$ cat config.mk
export PLATFORM = sky130hd
export DESIGN_NAME = mem_arbiter
export DESIGN_NICKNAME = d
export VERILOG_FILES = /design/src/rtl/mem_arbiter.sv
export SDC_FILE = /design/constraint.sdc
export NUM_CORES = 1
export LEC_CHECK = 0
export BUFFER_PORTS_ARGS = -buffer_cell sky130_fd_sc_hd__buf_2
export CORE_MARGIN = 3
export CORE_UTILIZATION = 50
export DETAILED_ROUTE_END_ITERATION = 7
export PLACE_DENSITY = 0.84
export SYNTH_ARGS = -nofsm -noshare
export SYNTH_HDL_FRONTEND = slang
export SYNTH_SLANG_ARGS = --single-unit
$ cat constraint.sdc
create_clock -name clk -period 4.7 [get_ports clk]
set_input_delay 0.47 -clock clk [delete_from_list [all_inputs] [get_ports clk]]
set_output_delay 0.47 -clock clk [all_outputs]
set_load 0.02 [all_outputs]
$ cat src/rtl/mem_arbiter.sv
// mem_arbiter: shares one single-ported synchronous RAM between the
// read-only fetch port and the read/write data port. Data accesses win
// arbitration until a streak of back-to-back data grants (with fetch
// waiting) saturates, then fetch gets exactly one grant.
`timescale 1ns/1ps

module mem_arbiter #(
   parameter int unsigned ADDR_W       = 32,
   parameter int unsigned DATA_W       = 32,
   parameter int unsigned RD_LAT       = 1,
   parameter int unsigned MAX_D_STREAK = 4
) (
   input  logic              clk,
   input  logic              reset,
   input  logic              i_req,
   input  logic [ADDR_W-1:0] i_addr,
   output logic [DATA_W-1:0] i_rdata,
   output logic              i_ack,
   input  logic              d_req,
   input  logic              d_we,
   input  logic [ADDR_W-1:0] d_addr,
   input  logic [DATA_W-1:0] d_wdata,
   output logic [DATA_W-1:0] d_rdata,
   output logic              d_ack,
   output logic              we_o,
   output logic [ADDR_W-1:0] addr_o,
   output logic [DATA_W-1:0] data_o,
   input  logic [DATA_W-1:0] data_i,
   output logic              busy_o
);

   localparam int unsigned CNT_W    = 3;
   localparam int unsigned STREAK_W = $clog2(MAX_D_STREAK + 1);
   localparam logic [CNT_W-1:0]    CNT_LAST   = CNT_W'(RD_LAT - 1);
   localparam logic [STREAK_W-1:0] STREAK_MAX = STREAK_W'(MAX_D_STREAK);

   typedef enum logic [1:0] {
      S_IDLE   = 2'd0,
      S_ACCESS = 2'd1,
      S_RESP   = 2'd2
   } state_t;

   state_t              state_q, state_d;
   logic                owner_d_q, owner_d_d;   // 1 = data port owns the access
   logic                wr_q, wr_d;
   logic [CNT_W-1:0]    cnt_q, cnt_d;
   logic [STREAK_W-1:0] streak_q, streak_d;
   logic                we_q, we_d;
   logic [ADDR_W-1:0]   addr_q, addr_d;
   logic [DATA_W-1:0]   data_q, data_d;
   logic                i_ack_q, i_ack_d;
   logic                d_ack_q, d_ack_d;
   logic [DATA_W-1:0]   i_rdata_q, i_rdata_d;
   logic [DATA_W-1:0]   d_rdata_q, d_rdata_d;
   logic                busy_q, busy_d;

   // Next-state, arbitration and registered-output computation
   always_comb begin
      state_d   = state_q;
      owner_d_d = owner_d_q;
      wr_d      = wr_q;
      cnt_d     = cnt_q;
      streak_d  = streak_q;
      addr_d    = addr_q;
      data_d    = data_q;
      i_rdata_d = i_rdata_q;
      d_rdata_d = d_rdata_q;
      we_d      = 1'b0;
      i_ack_d   = 1'b0;
      d_ack_d   = 1'b0;

      unique case (state_q)
         S_IDLE: begin
            if (d_req && !(i_req && (streak_q == STREAK_MAX))) begin
               state_d   = S_ACCESS;
               owner_d_d = 1'b1;
               wr_d      = d_we;
               we_d      = d_we;
               addr_d    = d_addr;
               data_d    = d_wdata;
               cnt_d     = '0;
               if (!i_req)
                  streak_d = '0;
               else if (streak_q != STREAK_MAX)
                  streak_d = streak_q + STREAK_W'(1);
            end else if (i_req) begin
               state_d   = S_ACCESS;
               owner_d_d = 1'b0;
               wr_d      = 1'b0;
               addr_d    = i_addr;
               cnt_d     = '0;
               streak_d  = '0;
            end
         end
         S_ACCESS: begin
            if (wr_q) begin
               // only the data port can own a write
               state_d = S_RESP;
               d_ack_d = 1'b1;
            end else if (cnt_q == CNT_LAST) begin
               state_d = S_RESP;
               if (owner_d_q) begin
                  d_rdata_d = data_i;
                  d_ack_d   = 1'b1;
               end else begin
                  i_rdata_d = data_i;
                  i_ack_d   = 1'b1;
               end
            end else begin
               cnt_d = cnt_q + CNT_W'(1);
            end
         end
         S_RESP: begin
            state_d = S_IDLE;
         end
         default: begin
            state_d = S_IDLE;
         end
      endcase

      busy_d = (state_d != S_IDLE);
   end

   // State and output registers; async reset aborts any access in flight
   always_ff @(posedge clk or negedge reset) begin
      if (!reset) begin
         state_q   <= S_IDLE;
         owner_d_q <= 1'b0;
         wr_q      <= 1'b0;
         cnt_q     <= '0;
         streak_q  <= '0;
         we_q      <= 1'b0;
         addr_q    <= '0;
         data_q    <= '0;
         i_ack_q   <= 1'b0;
         d_ack_q   <= 1'b0;
         i_rdata_q <= '0;
         d_rdata_q <= '0;
         busy_q    <= 1'b0;
      end else begin
         state_q   <= state_d;
         owner_d_q <= owner_d_d;
         wr_q      <= wr_d;
         cnt_q     <= cnt_d;
         streak_q  <= streak_d;
         we_q      <= we_d;
         addr_q    <= addr_d;
         data_q    <= data_d;
         i_ack_q   <= i_ack_d;
         d_ack_q   <= d_ack_d;
         i_rdata_q <= i_rdata_d;
         d_rdata_q <= d_rdata_d;
         busy_q    <= busy_d;
      end
   end

   assign we_o    = we_q;
   assign addr_o  = addr_q;
   assign data_o  = data_q;
   assign i_ack   = i_ack_q;
   assign d_ack   = d_ack_q;
   assign i_rdata = i_rdata_q;
   assign d_rdata = d_rdata_q;
   assign busy_o  = busy_q;

endmodule

Word-level counts from Yosys, hierarchy flattened. Index checks and enable logic that the tools add are counted.

Input bits: 133. Register bits after elaboration: 142. Output and inout port bits: 132. Word-level logic and storage cells: 66.

Reduce and logical (&&, ||, !) cells: 14. Equal/unequal tests: 7. Muxes and demuxes: 28. Add/sub/neg operators: 2. Bitwise gates (word level): 2.

Operators by type and width (count): $mux W32 (2); $mux W3 (7); $mux W1 (13); $reduce_and A4 Y1 (3); $mux W2 (4); $add A3 B1 Y3 const B (2); $ne A3 B3 Y1 const B (2); $pmux W3 S2 (1); $reduce_bool A2 Y1 (3); $ne A2 B2 Y1 const B (2); $pmux W2 S2 (1); $reduce_and A2 Y1 (2); $eq A3 B3 Y1 const B (1); $logic_not A3 Y1 (1); $ne A3 B2 Y1 const B (1); $reduce_and A3 Y1 (1); $eq A2 B1 Y1 const B (1); $logic_and A1 B1 Y1 (2); $logic_not A2 Y1 (1); $not A1 Y1 (2); $logic_not A1 Y1 (1).

Depth between registers and ports, before layout. Gate-level depths: netlist (run 1).

Word-level depth: 7. Gate-level depth with buffers: 7. Depth with buffers taken out: 5.

Worst setup path before layout (run 1). OpenSTA, ideal clock, no wires.

Path type: register to register. From: register cnt_q[0]. To: register d_rdata_q[10] (netlist: d_rdata[10]). Library setup time: 125 ps. Path buffers: 2. Cell stages (with the launch flop): 8. Arrival: 1700 ps. Path slack: 2876 ps. Clock period less this slack: 1824 ps. Cells stage by stage: dfrtp_1 > inv_1 > ha_1 > nor2b_1 > and3_1 > clkbuf_1 > buf_4 > mux2_2.

Word-level cells in the longest chain between the ends: 2.

Ends and longest elaborated chain: from (decl) (line 46) `logic [CNT_W-1:0] cnt_q, cnt_d;`; from (signal assigned) (line 144) `cnt_q <= cnt_d;`; $logic_not A3 Y1 (line 100) `end else if (cnt_q == CNT_LAST) begin`; $reduce_and A4 Y1 (no line); to (signal assigned) (line 152) `d_rdata_q <= d_rdata_d;`; to (decl) (line 54) `logic [DATA_W-1:0] d_rdata_q, d_rdata_d;`.

No other way between the ends. A chain may end at the register's enable or synchronous reset.

Final worst setup path (run 1).
From: register state_q[1]. To: register data_q[28] (netlist: data_o[28]).

Word-level cells in the longest chain between the ends: 2.

Ends and longest elaborated chain: from (decl) (line 43) `state_t state_q, state_d;`; from (signal assigned) (line 141) `state_q <= state_d;`; $logic_not A2 Y1 (line 72) `unique case (state_q)`; $reduce_and A2 Y1 (no line); to (signal assigned) (line 148) `data_q <= data_d;`; to (decl) (line 50) `logic [DATA_W-1:0] data_q, data_d;`.

No other way between the ends.

==> impl_metrics.json, run 1 <==
{
  "core_area_um2": 11600,
  "port_buffers": 264,
  "synth_warnings": 0,
  "dpl.hpwl_um": 11400,
  "dieWidth_um": 116,
  "htreeDepth": 4,
  "wirelength_um": 16100,
  "numCtsBuffers": 17,
  "slew_headroom": 0.154,
  "fin_cells": 857,
  "max_freq_ghz": 0.402,
  "clk_path_buf_depth": 2,
  "tns_ps": 0,
  "synthesis.area_per_instance_um2": 13.3,
  "synth_cells": 455,
  "netlist_area_um2": 6040,
  "yosys_most_used_dff": "dfrtp_1",
  "cts-root-buf": "clkbuf_16",
  "die_h_um": 116,
  "overflow": 0,
  "routed_via_density": 5.65,
  "cts_setup_buffers": 0,
  "async_reset_ff_frac": 1.00,
  "max_cap_violations": 0,
  "clk_latency_ps": 410,
  "antenna_found_initial": 0,
  "grt.total_usage": 0.241,
  "r2r_end": "data_o[28]$_DFFE_PN0P_",
  "setup_viol": 0,
  "hold_viol": 0,
  "post_drt_wl_per_cell_um": 18.8,
  "clock-sinks": 142,
  "hold_class": "input port to asynchronous set/reset pin",
  "required_ps": 5000,
  "drt-initial-drc-count": 336,
  "seq_area_frac_synth": 0.588,
  "postRouteAntennaNets": 0,
  "worst_path_max_delay_cell": "and3_2",
  "cp_slowest_stage_delay_ps": 870,
  "rsz0062_at_grt": "false",
  "end_kind": "flop",
  "synth.top_cell.area_share": 0.588,
  "num_vias": 4843,
  "gp_congestion": 0.878,
  "crit_chain": "nor2_4 > buf_4 > and3_2 > mux2_2",
  "grt_pass1_vias": 5072,
  "whs_ps": 149,
  "worst_slew_pin_slew_ps": 1270,
  "skew_ps": 6.41,
  "layout_min_cycle_time_ps": 2490,
  "cts_resized": 0,
  "syn2layout_area_growth_pct": 31.7,
  "start_util": 0.520,
  "period_share": 0.530,
  "grt_pass1_wl_um": 25200,
  "start_kind": "flop",
  "n_fill_cell": 821,
  "synth_common_cells": "dfrtp_1 (142), mux2_2 (65), nand3_1 (36)",
  "num_io_pins": 265,
  "synth_seq_cells": 142,
  "cp_max_fo": 68,
  "insertedDiodeCount": 0,
  "rows": 39,
  "r2r_cells": 4,
  "dieArea_um2": 13400,
  "report.final.slew_viol_count": 0,
  "syn-num-nets": 592,
  "synth_edf_count": 0,
  "ir_drop_uv": 423,
  "tritoncts": "done",
  "reg2reg_slack_ps": 2210,
  "p_leak_nw": 3.89,
  "status": "finished, final reports clean",
  "ys_types": 35,
  "synth.most_common_cell": "dfrtp_1",
  "synth.area.top_cells": "dfrtp_1 (59%), mux2_2 (12%), mux2_4 (7.2%), o211ai_1 (4.0%), nand4_1 (3.3%)",
  "place_inst": 825,
  "critical_path_class": "flop to flop",
  "drt_pass1_iterations": 5,
  "yosys.area.top_type": "dfrtp_1",
  "arrival_ps": 2790,
  "report.power.total_mw": 6.28,
  "ctsHoldBuffers": 0,
  "clk_pin_slew_worst_paths_ps": 60,
  "nNetsFinal": 838,
  "reg2reg_from": "state_q[1]$_DFF_PN0_",
  "powerDensity_nw_per_um2": 789,
  "drive_gt1_frac": 0.562,
  "grt_max_degree": 97,
  "drc_errors": 0
}
-- per-stage QoR --
| stage | cell area, um2 | util | setup WS [ps] |
|---|---|---|---|
| final | 7950 | 0.685 | 2210 |
| after global routing | 7950 | 0.685 | 2030 |
| after CTS | 7950 | 0.685 | 2190 |
| after detailed placement | 7360 | 0.634 | 2200 |
| after global placement | 7360 | 0.634 | 2310 |
| after floorplan | 6040 | - | 2880 |
-- cell families (layout without fill, tap and decap cells) --
kind of cell | count (synthesis) | after routing | share of synthesized area
fa+ha+maj | 4 | 4 | 0.00829
compound gates | 76 | 76 | 0.0810
mux | 97 | 97 | 0.199
buf+inv | 46 | 305 | 0.0406
simple gates | 90 | 90 | 0.0829
flops | 142 | 142 | 0.588
-- final cells by class --
class,instances,area (um2),area share
clock buffers,19,453,0.0570
clock inverters,13,139,0.0175
inverters,5,18.8,0.00236
multi-input cells,267,2250,0.283
flip-flops and latches,142,3550,0.447
well taps,143,179,0.0225
repair buffers,268,1360,0.171
-- routing by layer --
metal  global-route usage  vias to the layer above  part of all wire
met4                0.108                        0             0.026
met5                    0                        -                 0
met2                0.403                      270              0.50
met1                0.283                     2363              0.38
li1                     -                     2170                 -
met3               0.0794                       40             0.084
-- how the worst max path moves through the flow --
| stage | from | to | cells past startpoint |
|---|---|---|---|
| after floorplan | cnt_q[0]$_DFFE_PN0P_ | d_rdata[10]$_DFFE_PN0P_ | 7 |
| after global placement | state_q[1]$_DFF_PN0_ | data_o[3]$_DFFE_PN0P_ | 4 |
| after detailed placement | state_q[1]$_DFF_PN0_ | data_o[28]$_DFFE_PN0P_ | 4 |
| after CTS | state_q[1]$_DFF_PN0_ | data_o[28]$_DFFE_PN0P_ | 4 |
| after global routing | state_q[1]$_DFF_PN0_ | data_o[28]$_DFFE_PN0P_ | 4 |
| final | state_q[1]$_DFF_PN0_ | data_o[28]$_DFFE_PN0P_ | 4 |
-- where the power goes --
| part | internal [mW] | switching (mW) |
|---|---|---|
| Combinational | 1.15 | 1.63 |
| Clock | 0.808 | 0.515 |
| Sequential | 1.83 | 0.337 |
| Total | 3.80 | 2.48 |
-- registers in the layout, indices dropped and copies added, names as in the netlist, 2 cells and up --
register  flops
data_o       32
d_rdata      32
i_rdata      32
cnt_q         3
state_q       2
streak_q      3
addr_o       32
-- worst max-delay path: cells and delay by family (launching register included) --
kind                   cells  cell delay [ps]
muxes                      1              420
DFF                        1              430
buffers and inverters      1              510
and+or+nand+nor            2              990
-- cell usage in the layout, fill, tap and decap left out, types with 3 or more instances in the layout --
master,n
clkbuf_16,17
mux2_2,65
clkinvlp_4,5
buf_2,263
nand2_1,3
clkinv_2,3
nand3_1,36
ha_1,4
nand4_1,32
mux2_4,29
o211ai_1,32
buf_4,4
dfrtp_1,142
o21ai_0,34
inv_1,5
nor2_1,4
Note: power is estimated with default switching activity, not from simulation.
==> inputs of run 2 (changes only) <==
- ABC_AREA: default -> 1
- CORE_UTILIZATION: 50 -> 48
- PLACE_DENSITY: 0.84 -> 0.8
- clock period: 4.7 -> 2.55 ns (I/O delays scaled with it)
==> impl_metrics.json, run 2 <==
{
  "drt_pass1_iterations": 5,
  "port_buffers": 264,
  "synth_common_cells": "nand2_1 (341), dfrtp_1 (142), nand3_1 (132)",
  "fin_util": 0.664,
  "critical_path_class": "flop to flop",
  "drive_gt1_frac": 0.304,
  "wirelength_um": 16100,
  "reg2reg_slack_ps": 570,
  "crit_start": "cnt_q[0]$_DFFE_PN0P_",
  "start_util": 0.502,
  "cp_slowest_stage_delay_ps": 490,
  "synth-simple-area-share": 0.328,
  "layout_min_cycle_time_ps": 1980,
  "cts_resized": 0,
  "cp_max_fo": 66,
  "clkPwrFrac": 0.195,
  "path_delay_family": "buffers and inverters",
  "synth_edf_count": 0,
  "status": "finished, final reports clean",
  "dpl.hpwl_um": 11600,
  "synthesis.area_per_instance_um2": 8.12,
  "nNetsFinal": 1153,
  "grt.total_usage": 0.229,
  "setup.worst_path.end": "i_rdata[1]$_DFFE_PN0P_",
  "ir_drop_uv": 625,
  "ys_types": 19,
  "synth.most_common_cell": "nand2_1",
  "powerDensity_nw_per_um2": 1340,
  "die_h_um": 119,
  "gp_congestion": 0.802,
  "clock-sinks": 142,
  "r2r_end": "i_rdata[1]$_DFFE_PN0P_",
  "drc_errors": 0,
  "start_kind": "flop",
  "end_kind": "flop",
  "final_common_cell": "nand2_1",
  "dieWidth_um": 119,
  "dieArea_um2": 14300,
  "skew_ps": 3.65,
  "required_ps": 2840,
  "final_cell_mix": "nand2_1 (341), buf_2 (263), dfrtp_1 (142)",
  "report.final.slew_viol_count": 0,
  "place_inst": 1164,
  "clk_path_buf_depth": 2,
  "cp_common_cell": "nand2_1",
  "p_sw_mw": 4.80,
  "htreeDepth": 4,
  "synth_xor_area_frac": 0.00142,
  "max_cap_violations": 0,
  "cts-root-buf": "clkbuf_16",
  "setup_viol": 0,
  "slew_headroom": 0.460,
  "numCtsBuffers": 17,
  "synth_cells": 761,
  "max_freq_ghz": 0.505,
  "period_share": 0.776,
  "drt-initial-drc-count": 529,
  "p_comb_frac": 0.445,
  "insertedDiodeCount": 0,
  "syn-num-nets": 898,
  "synth_seq_cells": 142,
  "fin_cells": 1196,
  "post_drt_wl_per_cell_um": 13.5,
  "grt_pass1_vias": 5347,
  "r2r_cells": 9,
  "worst-path-stages": 9,
  "switching_share": 0.439,
  "syn2layout_area_growth_pct": 32.3,
  "rows": 40,
  "synthMuxAreaShare": 0,
  "internal_power_mw": 6.14,
  "crit_buf_inv": 3,
  "yosys.area.top_type": "dfrtp_1",
  "worst_slew_pin_slew_ps": 808,
  "netlist_area_um2": 6180,
  "core_area_um2": 12300,
  "seq_area_frac_synth": 0.575,
  "synth.top_cell.area_share": 0.575,
  "rsz0062_at_grt": "false",
  "clk_pin_slew_worst_paths_ps": 60,
  "worst_path_max_delay_cell": "buf_4",
  "async_reset_ff_frac": 1.00,
  "synth_warnings": 0,
  "tns_ps": 0,
  "antenna_found_initial": 0,
  "synth.area.top_cells": "dfrtp_1 (58%), nand2_1 (21%), nand3_1 (11%), inv_1 (4.7%), buf_2 (1.8%)",
  "yosys_most_used_dff": "dfrtp_1",
  "hold_class": "input port to flop",
  "synth_top_family_by_area": "simple AND/OR/NAND/NOR gates",
  "grt_max_degree": 67,
  "num_io_pins": 265,
  "num_vias": 5739,
  "p_leak_nw": 4.93,
  "grt_pass1_wl_um": 26100,
  "crit_chain": "inv_1 > ha_1 > nand2_1 > nor2_4 > buf_4 > nand2_1 > buf_4 > nand2_1 > nand2_1",
  "routed_via_density": 4.80,
  "tritoncts": "done",
  "overflow": 0,
  "postRouteAntennaNets": 0,
  "reg2reg_from": "cnt_q[0]$_DFFE_PN0P_",
  "hold_viol": 0,
  "synth_compound_area_frac": 0.00608,
  "arrival_ps": 2270,
  "clk_latency_ps": 400,
  "synthAdderAreaFrac": 0.00810,
  "p_seq_frac": 0.360
}
==> run 2: cell count changes in the layout (fill, tap and decap cells not counted), sizes merged, moves of 29 or more <==
cell and delta:
o211ai -32, o21ai -29, mux2 -96, inv +72, nand3 +98, nand2 +338
nand4 -29
==> run 2: kinds of logic (layout without fill, tap and decap cells) <==
kind of cell / count (synthesis) / count (layout)
XOR/XNOR: 1 / 1
adder cells (fa/ha/maj): 4 / 4
buffers and inverters: 120 / 387
flip-flops: 142 / 142
AND/OR/NAND/NOR: 487 / 487
AO/OA/AOI/OAI: 7 / 7
==> run 2: repair_timing <==
action                    in CTS  in global routing
hold endpoints to repair      52                  0
setup buffers                  0                  0
hold buffers                   1                  0
==> run 2: final cells by class <==
class                   instances  area (um2)
flip-flops and latches        142        3550
well taps                     168         210
fillers                      1086        4140
repair buffers                278        1470
inverters                      78         293
multi-input cells             499        2130
clock inverters                 8        42.5
clock buffers                  23         468
==> run 2: worst min path at each step <==
stage	start	to	slack, ps	cells past startpoint
2_1_floorplan	reset	addr_o[0]$_DFFE_PN0P_	-40	0
3_3_place_gp	reset	d_rdata[10]$_DFFE_PN0P_	250	1
6_report	d_wdata[14]	data_o[14]$_DFFE_PN0P_	40	3
3_5_place_dp	reset	d_rdata[10]$_DFFE_PN0P_	250	1
4_1_cts	d_wdata[14]	data_o[14]$_DFFE_PN0P_	10	3
5_1_grt	d_wdata[20]	data_o[20]$_DFFE_PN0P_	20	3
==> run 2: power by group through the flow <==
stage | clock network, mW | registers, mW | logic [mW]
floorplan | 0 | 5.16 | 1.94
global placement | 0 | 3.95 | 4.80
finish | 2.13 | 3.93 | 4.87
detailed placement | 0 | 3.93 | 4.94
CTS | 2.19 | 3.93 | 4.93
global route | 2.30 | 4.06 | 5.37
==> run 2: layer usage <==
layer | track usage | routed length, um
met3 | 0.0684 | 1410
met5 | 0 | 0
met4 | 0.0766 | 250
met2 | 0.365 | 7700
met1 | 0.301 | 6770
==> run 2: tightest hold or removal path, cell delays in order <==
cell	delay, ps
buf_2	70
nand2_1	40
nand2_1	40
==> run 2: through the flow <==
stage                     power, mW  setup slack [ps]  hold slack, ps  cell area (um2)
after floorplan                7.10              1210           -40.6             6180
after global placement         8.75               639             249             7650
after detailed placement       8.87               592             249             7650
after CTS                      11.1               562            14.6             8170
after global routing           11.7               373            22.9             8170
final                          10.9               572            38.5             8170
